## config.mk

```make
export PLATFORM = sky130hd
export DESIGN_NAME = frame_feed_fifo
export DESIGN_NICKNAME = d
export VERILOG_FILES = /design/src/rtl/frame_feed_fifo.sv
export SDC_FILE = /design/constraint.sdc
export NUM_CORES = 1
export LEC_CHECK = 0
export ABC_AREA = 1
export ABC_CLOCK_PERIOD_IN_PS = 3000
export BUFFER_PORTS_ARGS = -buffer_cell sky130_fd_sc_hd__buf_4
export CAP_MARGIN = 30
export CORE_MARGIN = 2
export CORE_UTILIZATION = 56
export CTS_BUF_LIST = sky130_fd_sc_hd__clkbuf_8
export DETAILED_ROUTE_END_ITERATION = 10
export PLACE_DENSITY = 0.71
export SYNTH_ARGS = -nofsm -noshare
export SYNTH_HDL_FRONTEND = slang
export SYNTH_SLANG_ARGS = --single-unit
```

## constraint.sdc

```tcl
create_clock -name clk -period 3 [get_ports clk]
set_input_delay 0.3 -clock clk [delete_from_list [all_inputs] [get_ports clk]]
set_output_delay 0.3 -clock clk [all_outputs]
set_load 0.02 [all_outputs]
```

## src/rtl/frame_feed_fifo.sv

```systemverilog
// Frame FIFO feeding the console shift register: host writes frames, each console latch
// falling edge advances the head; idle frame is shown when empty or disabled.
module frame_feed_fifo #(
  parameter int                 WIDTH      = 16,
  parameter int                 DEPTH      = 64,
  parameter logic [WIDTH-1:0]   IDLE_FRAME = {WIDTH{1'b1}}
) (
  input  logic                      clk,
  input  logic                      rst,
  input  logic                      enable,
  input  logic [WIDTH-1:0]          wr_data,
  input  logic                      wr_valid,
  output logic                      wr_ready,
  input  logic                      latch,
  output logic [WIDTH-1:0]          next_frame,
  output logic [$clog2(DEPTH):0]    level,
  output logic [31:0]               frame_count,
  output logic                      underflow,
  input  logic                      clr_underflow
);

  localparam int AW = $clog2(DEPTH);

  logic [AW-1:0]    rd_ptr_q, rd_ptr_d;
  logic [AW-1:0]    wr_ptr_q, wr_ptr_d;
  logic [AW:0]      level_q, level_d;
  logic [31:0]      frame_count_q, frame_count_d;
  logic             underflow_q, underflow_d;
  logic [WIDTH-1:0] next_frame_q, next_frame_d;
  logic             l1_q, l2_q, l3_q;
  logic [WIDTH-1:0] mem_q [DEPTH];

  logic             pop_stb, pop_en, do_pop, pop_empty, do_write;
  logic [AW:0]      kept;

  assign wr_ready    = (level_q != (AW+1)'(DEPTH));
  assign next_frame  = next_frame_q;
  assign level       = level_q;
  assign frame_count = frame_count_q;
  assign underflow   = underflow_q;

  always_comb begin
    pop_stb       = l3_q & ~l2_q;
    pop_en        = pop_stb & enable;
    do_write      = wr_valid & wr_ready;
    do_pop        = pop_en & (level_q != '0);
    pop_empty     = pop_en & (level_q == '0);
    rd_ptr_d      = rd_ptr_q + AW'(do_pop);
    wr_ptr_d      = wr_ptr_q + AW'(do_write);
    kept          = level_q - (AW+1)'(do_pop);
    level_d       = kept + (AW+1)'(do_write);
    frame_count_d = frame_count_q + 32'(pop_en);
    underflow_d   = pop_empty | (underflow_q & ~clr_underflow);
    // When no old entry survives this cycle, the head is the frame being written now,
    // which is not yet visible in mem_q.
    if (!enable || level_d == '0)
      next_frame_d = IDLE_FRAME;
    else if (do_write && kept == '0)
      next_frame_d = wr_data;
    else
      next_frame_d = mem_q[rd_ptr_d];
  end

  always_ff @(posedge clk or posedge rst) begin
    if (rst) begin
      rd_ptr_q      <= '0;
      wr_ptr_q      <= '0;
      level_q       <= '0;
      frame_count_q <= '0;
      underflow_q   <= 1'b0;
      next_frame_q  <= IDLE_FRAME;
      l1_q          <= 1'b0;
      l2_q          <= 1'b0;
      l3_q          <= 1'b0;
    end else begin
      rd_ptr_q      <= rd_ptr_d;
      wr_ptr_q      <= wr_ptr_d;
      level_q       <= level_d;
      frame_count_q <= frame_count_d;
      underflow_q   <= underflow_d;
      next_frame_q  <= next_frame_d;
      l1_q          <= latch;
      l2_q          <= l1_q;
      l3_q          <= l2_q;
    end
  end

  // Storage needs no reset; level and pointers define which entries are valid.
  always_ff @(posedge clk) begin
    if (do_write) mem_q[wr_ptr_q] <= wr_data;
  end

endmodule

```

### Word level (Yosys, flattened, before mapping)

Memories as Yosys holds them, arrays and structs flattened.
Cells that the tools add are included.

* $add $sub $neg: 5
* multiply operators: 0
* divide/modulo/power cells: 0
* magnitude comparators: 0
* equal/unequal tests: 1
* shifts and indexed selects: 0
* multiplexer cells: 4
* bitwise gates (word level): 9
* reductions and logical operators: 7

Operators with widths (number)
* $add 32x1->32: 1
* $mux 16: 2
* $logic_not 7->1: 3
* $add 6x1->6: 2
* $add 7x1->7: 1
* $ne 7x7->1 const B: 1
* $reduce_bool 7->1: 1
* $sub 7x1->7: 1
* $and 1x1->1: 6
* $mux 1: 2
* $not 1->1: 2
* $logic_and 1x1->1: 1
* $logic_not 1->1: 1
* $logic_or 1x1->1: 1
* $or 1x1->1: 1

* flip-flop bits (word level): 71
* latch bits: 0
* bits in writable memories: 1024
* ROM bits: 0
* memories: 1

Memory list
* mem_q: words 64, width 16, rd ports 1, clocked after Yosys merged registers in 0, wr ports 1, RTL line 31 `logic [WIDTH-1:0] mem_q [DEPTH];`

### Logic depth before layout (Yosys ltp)

Gate-level depths: netlist (run 1).

* depth after elaboration: 9
* depth in mapped cells: 19
* mapped depth without buffers: 18

### Least setup slack after synthesis (run 1)

No wires, ideal clock.

* path type: reg2reg
* start: reg level_q[2], in the netlist level[2]
* end: reg next_frame_q[5], in the netlist next_frame[5]
* data arrival time: 2727 ps
* setup slack: 213 ps
* cell stages (with the launch flop): 18
* buffers on the path: 3
* path through: dfrtp_1 > nor2_2 > and3_1 > a311oi_1 > ha_1 > ha_1 > buf_4 > inv_2 > buf_2 > buf_1 > nand2_1 > nand3_1 > nand3_1 > nand3_1 > nand3_1 > nand2_1 > nand2_1 > nand2_1

RTL lines
* start, declared: RTL line 26 `logic [AW:0] level_q, level_d;`
* start signal, assigned: RTL line 78 `level_q <= level_d;`
* $reduce_bool 7->1: RTL line 46 `do_pop = pop_en & (level_q != '0);`
* $and 1x1->1: RTL line 46
* $add 6x1->6: RTL line 48 `rd_ptr_d = rd_ptr_q + AW'(do_pop);`
* via rd_ptr_d[1]: RTL line 24 `logic [AW-1:0] rd_ptr_q, rd_ptr_d;`
* $mem_v2 64x16
* $mux 16: RTL line 58 `else if (do_write && kept == '0)`
* $mux 16: RTL line 56 `if (!enable || level_d == '0)`
* via next_frame_d[5]: RTL line 29 `logic [WIDTH-1:0] next_frame_q, next_frame_d;`
* end signal, assigned: RTL line 81 `next_frame_q <= next_frame_d;`
* end, declared: RTL line 29

The timed path passes the listed nets, and every way through them passes these cells.

### Worst setup path in the final report (run 1)

* start: reg level_q[2], in the netlist level[2]
* end: reg next_frame_q[9], in the netlist next_frame[9]

The elaborated chain is that of the path after synthesis.

==> results.rst, run 1 <==
.. list-table::
   :header-rows: 1

   * - Metric
     - Value
   * - Crit path kind
     - reg -> reg
   * - Total number of H-tree levels
     - 4
   * - Kind of path behind the tightest hold check
     - in -> reg
   * - Number of vias in the routed layout
     - 32.8k
   * - Minimum setup slack after placement
     - -0.138 ns
   * - GR Util All Layers
     - 28.4%
   * - Net count of the finished layout
     - 4637
   * - Leak
     - 22.5 nW
   * - Final-report hold violation count
     - 0
   * - Area inside the core boundary
     - 0.0821 mm2
   * - Number of buffers on the longest clock path
     - 3
   * - Depth of the most critical reg-to-reg path
     - 16
   * - Iter 0 DRT Violations
     - 3730
   * - Post-Place Cells
     - 5437
   * - Per-cell via count in the routed design
     - 5.65
   * - Area added between synthesis and finish
     - 18.3%
   * - Proportion of synthesized chip area in sequential cells
     - 70.1%
   * - Most frequent cell after synthesis
     - sky130_fd_sc_hd__nand2_1
   * - Result of the run
     - complete, no violations
   * - Register cell area after layout
     - 0.0325 mm2
   * - Worst Setup Slack, final
     - 0.0204 ns
   * - Row count
     - 105
   * - TritonCTS clock tree
     - built
   * - Insertion delay of the later-clocked pin in the worst-skew pair
     - 0.83 ns
   * - Worst-path maximum fanout
     - 17
   * - Final estimated routing congestion in global placement
     - 0.877
   * - Wire length of the first global-routing pass
     - 183000 um
   * - Setup repair after global routing missed its margin
     - true
   * - Number of unique standard cell types used by synthesis
     - 32
   * - Sum of net half-perimeters after detailed placement
     - 71000 um
   * - Kind of capture point of the worst setup path
     - flip-flop
   * - Non-filler cells in the finished layout
     - 5806
   * - WHS
     - 0.0659 ns
   * - Width of the die
     - 292 um
   * - Largest cells by area after synthesis
     - sky130_fd_sc_hd__edfxtp_1 66%, sky130_fd_sc_hd__nand2_1 10%, sky130_fd_sc_hd__nand3_1 7.2%
   * - Fraction of final layout cells with drive strength greater than 1
     - 16.0%
   * - Data arrival time at the worst-slack endpoint
     - 3.73 ns
   * - Crit path launch type
     - flip-flop
   * - Headroom to the max-slew limit
     - 36.6%
   * - Seq cells post-synth
     - 1095
   * - Data required time of the worst path
     - 3.75 ns
   * - P per Cell Area
     - 957 mW/mm2
   * - DRT antenna net count
     - 0
   * - Gr ovfl total
     - 0
   * - Achievable frequency
     - 0.336 GHz
   * - Ys Warns
     - 0
   * - Fill cell count
     - 5831
   * - Shortest period the worst path allows
     - 2.98 ns
   * - Clock transition at the registers of the reported paths
     - 0.06 ns
   * - Drt drc
     - 0
   * - Final worst-path cycle share
     - 99.3%
   * - Area occupied by multi-input gates
     - 0.0119 mm2
   * - MaxCap Viol Count
     - 0
   * - DRT Wirelength
     - 127000 um
   * - Top-level port count
     - 79
   * - Die Y-Extent
     - 292 um
   * - Post-synthesis async set-or-reset flop share
     - 6.48%
   * - Mean instance size in the synthesized netlist
     - 10.8 um2
   * - Area share of the largest cell type after synthesis
     - 66.2%
   * - Depth of the worst hold-timing path
     - 1
   * - Worst Clk Skew
     - 0.0325 ns
   * - Most frequent cells after synthesis
     - 1297 x sky130_fd_sc_hd__nand2_1, 1024 x sky130_fd_sc_hd__edfxtp_1, 672 x sky130_fd_sc_hd__nand3_1
   * - Initial core utilization
     - 56.6%
   * - Largest net degree at the start of global routing
     - 88
   * - Num CTS Buffers
     - 174
   * - Combined area of all synthesized cells
     - 0.0464 mm2
   * - Sum of negative setup slack
     - 0 ns
   * - Mapped Nets
     - 4318
   * - Die Area
     - 0.0852 mm2
   * - Measured slew at the worst slew-check pin
     - 0.952 ns
   * - Number of detailed-route iterations in the first pass
     - 6
   * - CTS sink count
     - 1095
   * - Final count of pins violating max slew
     - 0
   * - Setup violators final
     - 0
   * - Number of enable-type register cells in the synthesized netlist
     - 1024
   * - Cell chosen for the clock root
     - sky130_fd_sc_hd__clkbuf_8
   * - Ys flop type
     - sky130_fd_sc_hd__edfxtp_1
   * - Vias in the first global route
     - 31.7k
   * - Port Buffer Count
     - 78
   * - Cell taking the most area after synthesis
     - sky130_fd_sc_hd__edfxtp_1
   * - Cell count after synthesis
     - 4286
   * - Average routed wire per standard cell
     - 21.8 um
   * - Max rail drop VDD
     - 0.647 mV
   * - Initial antenna violation count
     - 3
-- critical path: stages, from the launching register on --
cell and delay [ns]:
sky130_fd_sc_hd__dfrtp_1 0.38, sky130_fd_sc_hd__nor2_2 0.13, sky130_fd_sc_hd__and3_4 0.20, sky130_fd_sc_hd__a311oi_2 0.08, sky130_fd_sc_hd__buf_4 0.18, sky130_fd_sc_hd__ha_4 0.42, sky130_fd_sc_hd__clkinv_16 0.16, sky130_fd_sc_hd__buf_12 0.20
sky130_fd_sc_hd__buf_4 0.19, sky130_fd_sc_hd__o21ai_0 0.25, sky130_fd_sc_hd__nand3_1 0.11, sky130_fd_sc_hd__nand3_1 0.12, sky130_fd_sc_hd__nand3_2 0.11, sky130_fd_sc_hd__nand3_1 0.12, sky130_fd_sc_hd__nand2_1 0.07, sky130_fd_sc_hd__nand2_1 0.06
sky130_fd_sc_hd__nand2_1 0.06
-- metrics by stage --
step / area (um2) / utilization (%) / power, W
finish: 54900 / 66.9 / 0.0526
global route: 54900 / 66.9 / 0.0550
global placement: 49800 / 60.6 / 0.0370
detailed placement: 49800 / 60.6 / 0.0372
CTS: 53200 / 64.8 / 0.0493
floorplan: 46400 / - / 0.0292
-- placed cells by master, fill, tap and decap left out, types with 20 or more instances in the layout --
master                      count
sky130_fd_sc_hd__o211ai_1      91
sky130_fd_sc_hd__edfxtp_1    1024
sky130_fd_sc_hd__buf_4        258
sky130_fd_sc_hd__clkinv_1      30
sky130_fd_sc_hd__dfrtp_1       55
sky130_fd_sc_hd__inv_1        523
sky130_fd_sc_hd__nand3_2      114
sky130_fd_sc_hd__nor2_1       264
sky130_fd_sc_hd__buf_12        49
sky130_fd_sc_hd__nand2_1     1292
sky130_fd_sc_hd__nand4_1       20
sky130_fd_sc_hd__o21ai_0       62
sky130_fd_sc_hd__clkbuf_16     20
sky130_fd_sc_hd__nand3_1      546
sky130_fd_sc_hd__clkbuf_8     182
-- final timing paths --
| check | start | to | slack, ns |
|---|---|---|---|
| setup / recovery | level[2] | next_frame[9] | 0.02 |
| max in group asynchronous | rst | frame_count[30] | 1.91 |
| min in group asynchronous | rst | frame_count[2] | 0.43 |
| hold reg to reg | l1_q | l2_q | 0.35 |
| setup reg to reg | level[2] | next_frame[9] | 0.02 |
| hold / removal | wr_data[5] | mem_q[14][5] | 0.07 |
-- report_power, final --
group | switching, W | internal, W
Sequential | 0.000436 | 0.0175
Clock | 0.00587 | 0.00608
Combinational | 0.0143 | 0.00833
Total | 0.0206 | 0.0320
-- kinds of logic (layout without fill, tap and decap cells) --
kind of cell               Yosys count  in the layout  synth area share (%)
and+or+nand+nor                   2283           2283                  20.5
other                                0              3                     0
DFF                               1095           1095                  70.1
adders and majority gates           10             10                 0.269
xor gates and xnor gates            35             35                 0.676
buffers and inverters              698           1145                  6.18
AOI/OAI and AO/OA                  165            165                  2.28
-- area by class of cell --
cell class | instances | area share [%]
sequential | 1095 | 59.2
timing repair buffer | 367 | 7.48
tap | 1070 | 2.44
inverter | 473 | 3.30
clock inverter | 122 | 1.31
multi-input combinational | 2493 | 21.6
timing repair inverter | 1 | 0.0205
antenna | 3 | 0.0137
clock buffer | 182 | 4.56
-- flip-flops by register name, indices dropped and copies added (netlist names) --
name and cells:
frame_count 32, l1_q 1, rd_ptr_q 6, wr_ptr_q 6
mem_q 1024, underflow 1, next_frame 16, l2_q 1
level 7, l3_q 1
-- repair_timing --
action / 4_1_cts / 5_1_grt
gates resized for setup: 17 / 184
gates cloned: 1 / 25
hold endpoints to repair: 50 / 1
buffers inserted: 0 / 30
hold buffers: 6 / 1
endpoints found under the setup margin: 9 / 16
pin swaps: 0 / 34
-- metal layers --
| metal | vias to the layer above | track usage, % | part of all wire, % |
|---|---|---|---|
| met1 | 15700 | 37.5 | 39 |
| met5 | - | 0 | 0.010 |
| met2 | 1775 | 46.8 | 49 |
| li1 | 15000 | - | - |
| met4 | 2 | 11.8 | 3.6 |
| met3 | 279 | 4.90 | 9.3 |
(Power assumes the default switching activity.)
==> run 2, diff against run 1 <==
Settings changed: BUFFER_PORTS_ARGS -buffer_cell sky130_fd_sc_hd__buf_4 to unset, DONT_BUFFER_PORTS set to 1, PLACE_DENSITY 0.71 to 0.7, SETUP_SLACK_MARGIN set to 0.1.
==> run 2 against run 1 <==
Against the previous run:
- maximum frequency is 1.2% higher
- die area did not move
- critical path depth stayed put
- the run now ends with negative hold slack left
- combinational power decreased by 7%
==> results.rst, run 2 (synthesized netlist as in run 1, its figures left out) <==
.. list-table::
   :header-rows: 1

   * - Metric
     - Value
   * - Vias in the first global route
     - 31.0k
   * - Kind of path behind the tightest hold check
     - in -> reg
   * - Row count
     - 105
   * - Setup violators final
     - 0
   * - DRT antenna net count
     - 0
   * - Crit path launch type
     - flip-flop
   * - Drt drc
     - 0
   * - Non-filler cells in the finished layout
     - 5733
   * - Data arrival time at the worst-slack endpoint
     - 3.71 ns
   * - Depth of the most critical reg-to-reg path
     - 16
   * - Most frequent cells in the layout
     - 1296 x sky130_fd_sc_hd__nand2_1, 1024 x sky130_fd_sc_hd__edfxtp_1, 608 x sky130_fd_sc_hd__nand3_1
   * - Die Area
     - 0.0852 mm2
   * - Number of buffers on the longest clock path
     - 3
   * - Port Buffer Count
     - 0
   * - Per-cell via count in the routed design
     - 5.68
   * - Clock transition at the registers of the reported paths
     - 0.06 ns
   * - Power consumption
     - 0.0512 W
   * - Wire length of the first global-routing pass
     - 187000 um
   * - Fraction of final layout cells with drive strength greater than 1
     - 12.6%
   * - Leak
     - 22.1 nW
   * - Largest reg by FF count
     - mem_q
   * - Average routed wire per standard cell
     - 22.4 um
   * - Depth of the worst hold-timing path
     - 3
   * - Net count of the finished layout
     - 4548
   * - Violations in the final reports
     - negative hold slack
   * - Final estimated routing congestion in global placement
     - 0.869
   * - DRT Wirelength
     - 128000 um
   * - Gr ovfl total
     - 0
   * - Sum of net half-perimeters after detailed placement
     - 70800 um
   * - R2R Path End
     - next_frame[15]
   * - Achievable frequency
     - 0.340 GHz
   * - Number of buffers added to fix hold violations after cts
     - 40
   * - FF-to-FF Start
     - level[0]
   * - Setup repair after global routing missed its margin
     - true
   * - Num CTS Buffers
     - 173
   * - Die Y-Extent
     - 292 um
   * - Final-report hold violation count
     - 16
   * - Total number of H-tree levels
     - 4
   * - Initial core utilization
     - 56.6%
   * - Number of detailed-route iterations in the first pass
     - 6
   * - Post-Place Cells
     - 5329
   * - Area added between synthesis and finish
     - 16.8%
   * - Largest net degree at the start of global routing
     - 89
   * - Cell chosen for the clock root
     - sky130_fd_sc_hd__clkbuf_8
   * - Measured slew at the worst slew-check pin
     - 0.680 ns
   * - CTS sink count
     - 1095
   * - Flip-flop count of the largest register, all copies and words added
     - 1024
   * - Startpoint of the worst hold path
     - enable
   * - Most common cell after layout, fill and taps aside
     - sky130_fd_sc_hd__nand2_1
   * - Worst-path maximum fanout
     - 15
   * - Width of the die
     - 292 um
   * - Number of vias in the routed layout
     - 32.6k
   * - Top-level port count
     - 79
   * - Iter 0 DRT Violations
     - 3953
   * - GR Util All Layers
     - 29.3%
   * - Area inside the core boundary
     - 0.0821 mm2
   * - MaxCap Viol Count
     - 0
   * - Kind of capture point of the worst setup path
     - flip-flop
   * - Initial antenna violation count
     - 2
   * - Result of the run
     - finished with violations
   * - Data required time of the worst path
     - 3.77 ns
   * - P per Cell Area
     - 944 mW/mm2
   * - TritonCTS clock tree
     - built
   * - Max rail drop VDD
     - 0.624 mV
   * - Final worst-path cycle share
     - 98.1%
   * - Shortest period the worst path allows
     - 2.94 ns
   * - Final count of pins violating max slew
     - 0
   * - Crit path kind
     - reg -> reg
   * - WHS
     - -0.331 ns
   * - Worst Clk Skew
     - 0.0687 ns
   * - Endpoint, Worst Hold
     - next_frame[7]
   * - Insertion delay of the later-clocked pin in the worst-skew pair
     - 0.87 ns
   * - Reg2reg setup slack
     - 0.06 ns
   * - Headroom to the max-slew limit
     - 54.7%
run 2: cell count changes in the layout (fill, tap and decap cells not counted), sizes merged, moves of 12 or more:
cell         previous run  this run
buf                   339       236
clkbuf                202       190
clkinv                 49        74
dlygate4sd3             7        23
run 2: cell type report:
class                   instances  area [um2]
diodes                          1        2.50
clock buffers                 174        2390
clock inverters               147         823
fillers                      5979       27900
inverters                     473        1800
multi-input cells            2494       11600
flip-flops and latches       1095       32500
well taps                    1070        1340
repair buffers                279        3750
run 2: worst max path at each step:
| stage | startpoint | to | slack (ns) | cells after the start |
|---|---|---|---|---|
| 2_1_floorplan | level[2] | next_frame[5] | 0.21 | 17 |
| 3_3_place_gp | level[1] | next_frame[15] | -0.002 | 16 |
| 3_5_place_dp | level[1] | next_frame[1] | -0.01 | 16 |
| 4_1_cts | level[0] | next_frame[13] | 0.07 | 16 |
| 5_1_grt | level[0] | next_frame[10] | -0.03 | 18 |
| 6_report | level[0] | next_frame[15] | 0.06 | 16 |
run 2: what timing repair did:
action,CTS,global route
gates cloned,4,17
endpoints found under the setup margin,16,25
hold endpoints to repair,1112,16
pin swaps,1,20
gates resized for setup,30,106
setup buffers,5,16
run 2: layer usage:
| metal | vias to the layer above | GRT usage, % | wire [um] |
|---|---|---|---|
| li1 | 14900 | - | - |
| met1 | 15600 | 39.7 | 49600 |
| met2 | 1822 | 46.5 | 60400 |
| met3 | 287 | 5.49 | 13200 |
| met4 | 0 | 13.0 | 4990 |
| met5 | - | 0 | 0 |
run 2: worst max-delay path, cell delays in order, from the launching register on:
cell and delay (ns):
sky130_fd_sc_hd__dfrtp_1 0.36, sky130_fd_sc_hd__inv_2 0.06, sky130_fd_sc_hd__and3_4 0.17, sky130_fd_sc_hd__a311oi_2 0.21, sky130_fd_sc_hd__buf_4 0.23, sky130_fd_sc_hd__ha_4 0.17, sky130_fd_sc_hd__ha_4 0.20, sky130_fd_sc_hd__xor2_4 0.22
sky130_fd_sc_hd__buf_4 0.18, sky130_fd_sc_hd__bufbuf_16 0.30, sky130_fd_sc_hd__nand3_1 0.09, sky130_fd_sc_hd__nand3_1 0.16, sky130_fd_sc_hd__nand3_1 0.16, sky130_fd_sc_hd__nand3_1 0.18, sky130_fd_sc_hd__nand2_1 0.07, sky130_fd_sc_hd__nand2_1 0.06
sky130_fd_sc_hd__nand2_1 0.06
run 2: per-stage QoR:
stage / instance area (um2) / hold slack, ns / TNS [ns] / setup WS [ns] / util [%]
finish: 54200 / -0.331 / 0 / 0.0558 / 66.1
global route: 54200 / -0.348 / -0.0832 / -0.0250 / 66.1
CTS: 53200 / -0.308 / 0 / 0.0665 / 64.7
detailed placement: 48900 / 0.309 / -0.0140 / -0.0140 / 59.6
global placement: 48900 / 0.314 / -0.00213 / -0.00161 / 59.6
floorplan: 46400 / 0.331 / 0 / 0.213 / -
run 2: report_power, final:
group | leakage, nW | switching, W | internal [W]
logic | 10.1 | 0.0137 | 0.00757
registers | 10.1 | 0.000615 | 0.0175
clock network | 1.86 | 0.00599 | 0.00584
